<file path="config.mk">
export PLATFORM = sky130hd
export DESIGN_NAME = sram_march_bist
export DESIGN_NICKNAME = d
export VERILOG_FILES = /design/src/rtl/sram_march_bist.sv
export SDC_FILE = /design/constraint.sdc
export NUM_CORES = 1
export LEC_CHECK = 0
export BUFFER_PORTS_ARGS = -buffer_cell sky130_fd_sc_hd__buf_2
export CORE_AREA = 2 2 151 153
export CTS_CLUSTER_DIAMETER = 120
export DETAILED_ROUTE_END_ITERATION = 16
export DIE_AREA = 0 0 153 155
export GPL_ROUTABILITY_DRIVEN = 1
export MAX_ROUTING_LAYER = met4
export PLACE_DENSITY = 0.48
export SKIP_LAST_GASP = 1
export SYNTH_ARGS = -nofsm -noshare
export SYNTH_HDL_FRONTEND = slang
export SYNTH_SLANG_ARGS = --single-unit
</file>
<file path="constraint.sdc">
create_clock -name clock -period 15.7 [get_ports clock]
set_clock_uncertainty 0.2 [all_clocks]
set_input_delay 3.14 -clock clock [delete_from_list [all_inputs] [get_ports clock]]
set_output_delay 3.14 -clock clock [all_outputs]
set_load 0.01 [all_outputs]
</file>
<file path="src/rtl/sram_march_bist.sv">
// March C- built-in self-test engine for a single-port SRAM (RW0 port).
// Runs M0..M5 over addresses 0..DEPTH-1 and reports the first mismatch.
module sram_march_bist #(
  parameter int ADDR_W = 6,
  parameter int DEPTH  = 64,
  parameter int DATA_W = 176,
  parameter int MASK_W = 8
) (
  input  logic              clock,
  input  logic              reset,
  input  logic              io_start,
  output logic              io_busy,
  output logic              io_done,
  output logic              io_fail,
  output logic [ADDR_W-1:0] io_fail_addr,
  output logic [2:0]        io_fail_element,
  output logic [ADDR_W-1:0] RW0_addr,
  output logic              RW0_en,
  output logic              RW0_wmode,
  output logic [MASK_W-1:0] RW0_wmask,
  output logic [DATA_W-1:0] RW0_wdata,
  input  logic [DATA_W-1:0] RW0_rdata
);

  typedef enum logic [3:0] {
    S_IDLE, S_M0, S_M1, S_M2, S_M3, S_M4, S_M5, S_CHK, S_DONE
  } state_t;

  localparam logic [ADDR_W-1:0] LAST_ADDR = ADDR_W'(DEPTH - 1);

  state_t              state_q, state_d;
  logic [ADDR_W-1:0]   addr_q, addr_d;
  logic                phase_q, phase_d;      // 0 = read cycle A, 1 = write cycle B
  logic                rd_pend_q;             // an M5 read was issued last cycle
  logic [ADDR_W-1:0]   rd_addr_q;             // address of that M5 read
  logic                fail_q, fail_d;
  logic [ADDR_W-1:0]   fail_addr_q, fail_addr_d;
  logic [2:0]          fail_elem_q, fail_elem_d;

  // Per-element attributes of the read/write elements M1..M4
  logic                elem_up;
  logic                elem_rd_ones;
  logic [2:0]          elem_num;
  state_t              elem_next;
  logic [ADDR_W-1:0]   elem_next_addr;

  // Access and compare controls decoded from the registered state
  logic                rw_en, rw_we, rw_ones;
  logic [ADDR_W-1:0]   rw_addr;
  logic                cmp_en, cmp_ones, mismatch;
  logic [ADDR_W-1:0]   cmp_addr;
  logic [2:0]          cmp_elem;

  // Decode direction, expected read pattern and successor of M1..M4
  always_comb begin
    elem_up        = 1'b0;
    elem_rd_ones   = 1'b0;
    elem_num       = 3'd0;
    elem_next      = S_IDLE;
    elem_next_addr = '0;
    case (state_q)
      S_M1: begin elem_up = 1'b1; elem_rd_ones = 1'b0; elem_num = 3'd1; elem_next = S_M2; elem_next_addr = '0;        end
      S_M2: begin elem_up = 1'b1; elem_rd_ones = 1'b1; elem_num = 3'd2; elem_next = S_M3; elem_next_addr = LAST_ADDR; end
      S_M3: begin elem_up = 1'b0; elem_rd_ones = 1'b0; elem_num = 3'd3; elem_next = S_M4; elem_next_addr = LAST_ADDR; end
      S_M4: begin elem_up = 1'b0; elem_rd_ones = 1'b1; elem_num = 3'd4; elem_next = S_M5; elem_next_addr = '0;        end
      default: ;
    endcase
  end

  // Next-state, address sequencing, SRAM access decode and read compare
  always_comb begin
    state_d     = state_q;
    addr_d      = addr_q;
    phase_d     = phase_q;
    fail_d      = fail_q;
    fail_addr_d = fail_addr_q;
    fail_elem_d = fail_elem_q;
    rw_en       = 1'b0;
    rw_we       = 1'b0;
    rw_ones     = 1'b0;
    rw_addr     = '0;
    cmp_en      = 1'b0;
    cmp_ones    = 1'b0;
    cmp_addr    = addr_q;
    cmp_elem    = elem_num;
    case (state_q)
      S_IDLE, S_DONE: begin
        if (io_start) begin
          state_d     = S_M0;
          addr_d      = '0;
          phase_d     = 1'b0;
          fail_d      = 1'b0;
          fail_addr_d = '0;
          fail_elem_d = '0;
        end
      end
      S_M0: begin
        rw_en   = 1'b1;
        rw_we   = 1'b1;
        rw_addr = addr_q;
        if (addr_q == LAST_ADDR) begin
          state_d = S_M1;
          addr_d  = '0;
        end else begin
          addr_d = addr_q + 1'b1;
        end
      end
      S_M1, S_M2, S_M3, S_M4: begin
        rw_en   = 1'b1;
        rw_addr = addr_q;
        if (!phase_q) begin
          phase_d = 1'b1;
        end else begin
          // Cycle B: write the inverse pattern while checking cycle A's read
          rw_we    = 1'b1;
          rw_ones  = ~elem_rd_ones;
          cmp_en   = 1'b1;
          cmp_ones = elem_rd_ones;
          phase_d  = 1'b0;
          if (elem_up ? (addr_q == LAST_ADDR) : (addr_q == '0)) begin
            state_d = elem_next;
            addr_d  = elem_next_addr;
          end else begin
            addr_d = elem_up ? addr_q + 1'b1 : addr_q - 1'b1;
          end
        end
      end
      S_M5: begin
        rw_en    = 1'b1;
        rw_addr  = addr_q;
        cmp_en   = rd_pend_q;
        cmp_addr = rd_addr_q;
        cmp_elem = 3'd5;
        if (addr_q == LAST_ADDR) state_d = S_CHK;
        else                     addr_d  = addr_q + 1'b1;
      end
      S_CHK: begin
        cmp_en   = rd_pend_q;
        cmp_addr = rd_addr_q;
        cmp_elem = 3'd5;
        state_d  = S_DONE;
      end
      default: state_d = S_IDLE;
    endcase
    mismatch = cmp_en && (RW0_rdata != {DATA_W{cmp_ones}});
    if (mismatch) begin
      state_d     = S_DONE;
      fail_d      = 1'b1;
      fail_addr_d = cmp_addr;
      fail_elem_d = cmp_elem;
    end
  end

  // State, counters and fail record; reset aborts immediately to IDLE
  always_ff @(posedge clock or posedge reset) begin
    if (reset) begin
      state_q     <= S_IDLE;
      addr_q      <= '0;
      phase_q     <= 1'b0;
      rd_pend_q   <= 1'b0;
      rd_addr_q   <= '0;
      fail_q      <= 1'b0;
      fail_addr_q <= '0;
      fail_elem_q <= '0;
    end else begin
      state_q     <= state_d;
      addr_q      <= addr_d;
      phase_q     <= phase_d;
      rd_pend_q   <= (state_q == S_M5);
      rd_addr_q   <= addr_q;
      fail_q      <= fail_d;
      fail_addr_q <= fail_addr_d;
      fail_elem_q <= fail_elem_d;
    end
  end

  assign io_busy         = (state_q != S_IDLE) && (state_q != S_DONE);
  assign io_done         = (state_q == S_DONE);
  assign io_fail         = fail_q;
  assign io_fail_addr    = fail_addr_q;
  assign io_fail_element = fail_elem_q;
  assign RW0_en          = rw_en;
  assign RW0_wmode       = rw_we;
  assign RW0_addr        = rw_addr;
  assign RW0_wmask       = {MASK_W{rw_we}};
  assign RW0_wdata       = {DATA_W{rw_we & rw_ones}};

endmodule

</file>
==> impl_metrics.toml <==
[status]
outcome = "finished, final reports clean"

[cts]
cts_sinks = 28
cts_buffers = 3
clk_pin_slew_worst_paths_ps = 70
postCtsSetupBuffers = 0
clk_latency_ps = 270
htree_levels = 1
cts-root-buf = "clkbuf_16"
cts_hold_buf = 0
cts_tree = "done"
clockBufferDepth = 2
cts_resized = 0

[die]
die_area_um2 = 23700
die_w_um = 153
ioPinCount = 383
core.rowCount = 55
start_util = 0.172
coreArea_um2 = 22200
die_h_um = 155

[worst_setup_path]
crit_slowest_cell = "and3_4"
crit_chain = "xnor2_1 > nor2_1 > and3_4 > buf_2"
required_ps = 12360
path_max_fanout = 176
worstSetupPathType = "reg -> out"
cp-start-kind = "flip-flop"
arrival_ps = 2750
crit_path_end_kind = "output pin"
r2r_slack_ps = 12860
max_stage_delay_ps = 970

[synth]
synth-warning-count = 0
yosysTopAreaCellShare = 0.362
synthesis.nets = 667
async_flop_share = 1.00
synth_area_um2 = 3820
synth.avg_cell_area_um2 = 7.85
synthCells = 486
ys_seq_area_frac = 0.184
synth_top_area_cell = "buf_4"
synth-main-ff-cell = "dfrtp_1"
ys_types = 50
synth_area_leaders = "buf_4, dfrtp_1, nor4_1"
ys_seq_elements = 28
synth_edf_count = 0

[power]
p_seq_frac = 0.180
powerDensity_nw_per_um2 = 152
ir_drop_uv = 87.0
p_leak_nw = 2.60
p_clk_frac = 0.107
power_frac_comb = 0.713
p_int_uw = 366
p_switching_uw = 360
switching_share = 0.496
total_power_uw = 726

[cells_and_area]
finalNetCount = 859
n_antenna_cell = 0
drive_gt1_frac = 0.582
area_growth_pct = 24.7
final_area_um2 = 4760
num-fill-cells = 2498

[grt]
grt_overflow = 0
track_usage = 0.112
grt_max_degree = 177
antenna_found_initial = 0
grt_pass1_vias = 3525
grt_pass1_wl_um = 20600

[route]
first_pass_iters = 4
drt-vias-per-instance = 4.20
post_drt_wl_per_cell_um = 15.0
routed_wl_um = 14500
drt_iter0_drc = 223
via_count = 4036
drtAntennaViolNets = 0
drc = 0

[place]
place_hpwl_um = 12400
placed_cell_area_um2 = 4660
gp_congestion = 0.964
pre_cts_ws_ps = 9880
io_buffer_count = 382

[timing]
finalSetupTns_ps = 0
drv_slew = 0
tightestPinTransition_ps = 1130
maxSlewHeadroom = 0.247
fmax_mhz = 164
rsz0062_at_grt = "false"
period_share = 0.388
setup_ws_ps = 9610
hold_viol = 0
min_period_ps = 6090
setup_viol_count_final = 0

[job]
cap_violations = 0

[min_path]
hold_class = "reg -> reg"
==> through the flow <==
step	std cells	utilization	hold WS, ps
2_1_floorplan	486	-	152
3_3_place_gp	958	0.209	255
3_5_place_dp	958	0.209	265
4_1_cts	962	0.214	283
5_1_grt	962	0.214	305
6_report	962	0.214	278
==> synthesized netlist by cell type (3+ instances only) <==
cell type	number
nand4_1	56
nand2_1	24
nand3_1	8
o21ai_0	7
mux2i_1	16
a21boi_0	4
dfrtp_1	28
or3_1	4
nor2_1	12
nor4_1	59
nor3_1	4
and2_1	7
clkbuf_1	9
a211o_1	3
a21oi_1	6
nand2b_1	3
inv_1	7
and3_1	3
buf_4	184
xnor2_1	4
==> layer usage <==
metal	up-vias	track usage	wire length, um
met1	1830	0.150	6520
met4	0	0.0212	155
li1	1986	-	-
met2	207	0.179	6680
met5	-	-	0
met3	13	0.0201	1120
==> placed cells by master (no fill, tap or decap), types with 3 or more instances in the layout <==
| cell | Yosys | layout |
|---|---|---|
| xnor2_1 | 4 | 4 |
| buf_2 | 1 | 382 |
| clkbuf_16 | 0 | 3 |
| nor3_1 | 4 | 4 |
| nand3_1 | 8 | 8 |
| nand2b_1 | 3 | 3 |
| a21oi_1 | 6 | 6 |
| a211o_1 | 3 | 3 |
| and2_1 | 7 | 7 |
| or3_1 | 4 | 4 |
| nor2_1 | 12 | 12 |
| mux2i_1 | 16 | 16 |
| a21boi_0 | 4 | 4 |
| nand2_1 | 24 | 24 |
| dfrtp_1 | 28 | 28 |
| o21ai_0 | 7 | 7 |
| nor4_1 | 59 | 59 |
| nand4_1 | 56 | 56 |
| inv_1 | 7 | 7 |
==> kinds of logic (layout without fill, tap and decap cells) <==
family	count (synthesis)	in the layout	share of synthesized area
adders and majority gates	2	2	0.00655
buffers and inverters	203	394	0.385
xor gates and xnor gates	6	6	0.0138
DFF	28	28	0.184
muxes	16	16	0.0420
and+or+nand+nor	190	190	0.289
AOI/OAI and AO/OA	41	41	0.0806
==> final timing paths <==
path                                             endpoint                    from  cells after the start
max                                        RW0_wdata[147]  state_q[2]$_DFFE_PP0P_                      4
min                                   io_fail$_DFFE_PP0P_     io_fail$_DFFE_PP0P_                      1
min reg2reg                           io_fail$_DFFE_PP0P_     io_fail$_DFFE_PP0P_                      1
min in group asynchronous  io_fail_element[0]$_DFFE_PP0P_                   reset                      3
max in group asynchronous           addr_q[2]$_DFFE_PP0P_                   reset                      3
max reg2reg                   io_fail_addr[4]$_DFFE_PP0P_  state_q[1]$_DFFE_PP0P_                      5
==> critical path, delay by kind of cell (launching register included) <==
family        cells  cell delay, ps
xor+xnor          1             170
buf+inv           1             280
flops             1             600
simple gates      2            1330
==> layout make-up <==
type,instances,area (um2),share of cell area
multi-input combinational,255,1650,0.347
clock inverter,1,30.0,0.00631
inverter,7,26.3,0.00552
tap,285,357,0.0749
timing repair buffer,383,1920,0.403
clock buffer,3,75.1,0.0158
sequential,28,701,0.147
==> power by group through the flow <==
| stage | combinational [mW] | sequential, mW | clock [mW] |
|---|---|---|---|
| after CTS | 0.524 | 0.131 | 0.0796 |
| after global routing | 0.566 | 0.137 | 0.0818 |
| final | 0.517 | 0.130 | 0.0779 |
| after detailed placement | 0.522 | 0.132 | 0 |
| after floorplan | 0.566 | 0.118 | 0 |
| after global placement | 0.523 | 0.133 | 0 |
==> sequential cells by signal (all words and copies together), names as in the netlist <==
signal           flops
addr_q               6
io_fail_addr         6
rd_pend_q            1
state_q              4
phase_q              1
io_fail              1
rd_addr_q            6
io_fail_element      3
Power figures use the tool's default switching activity.
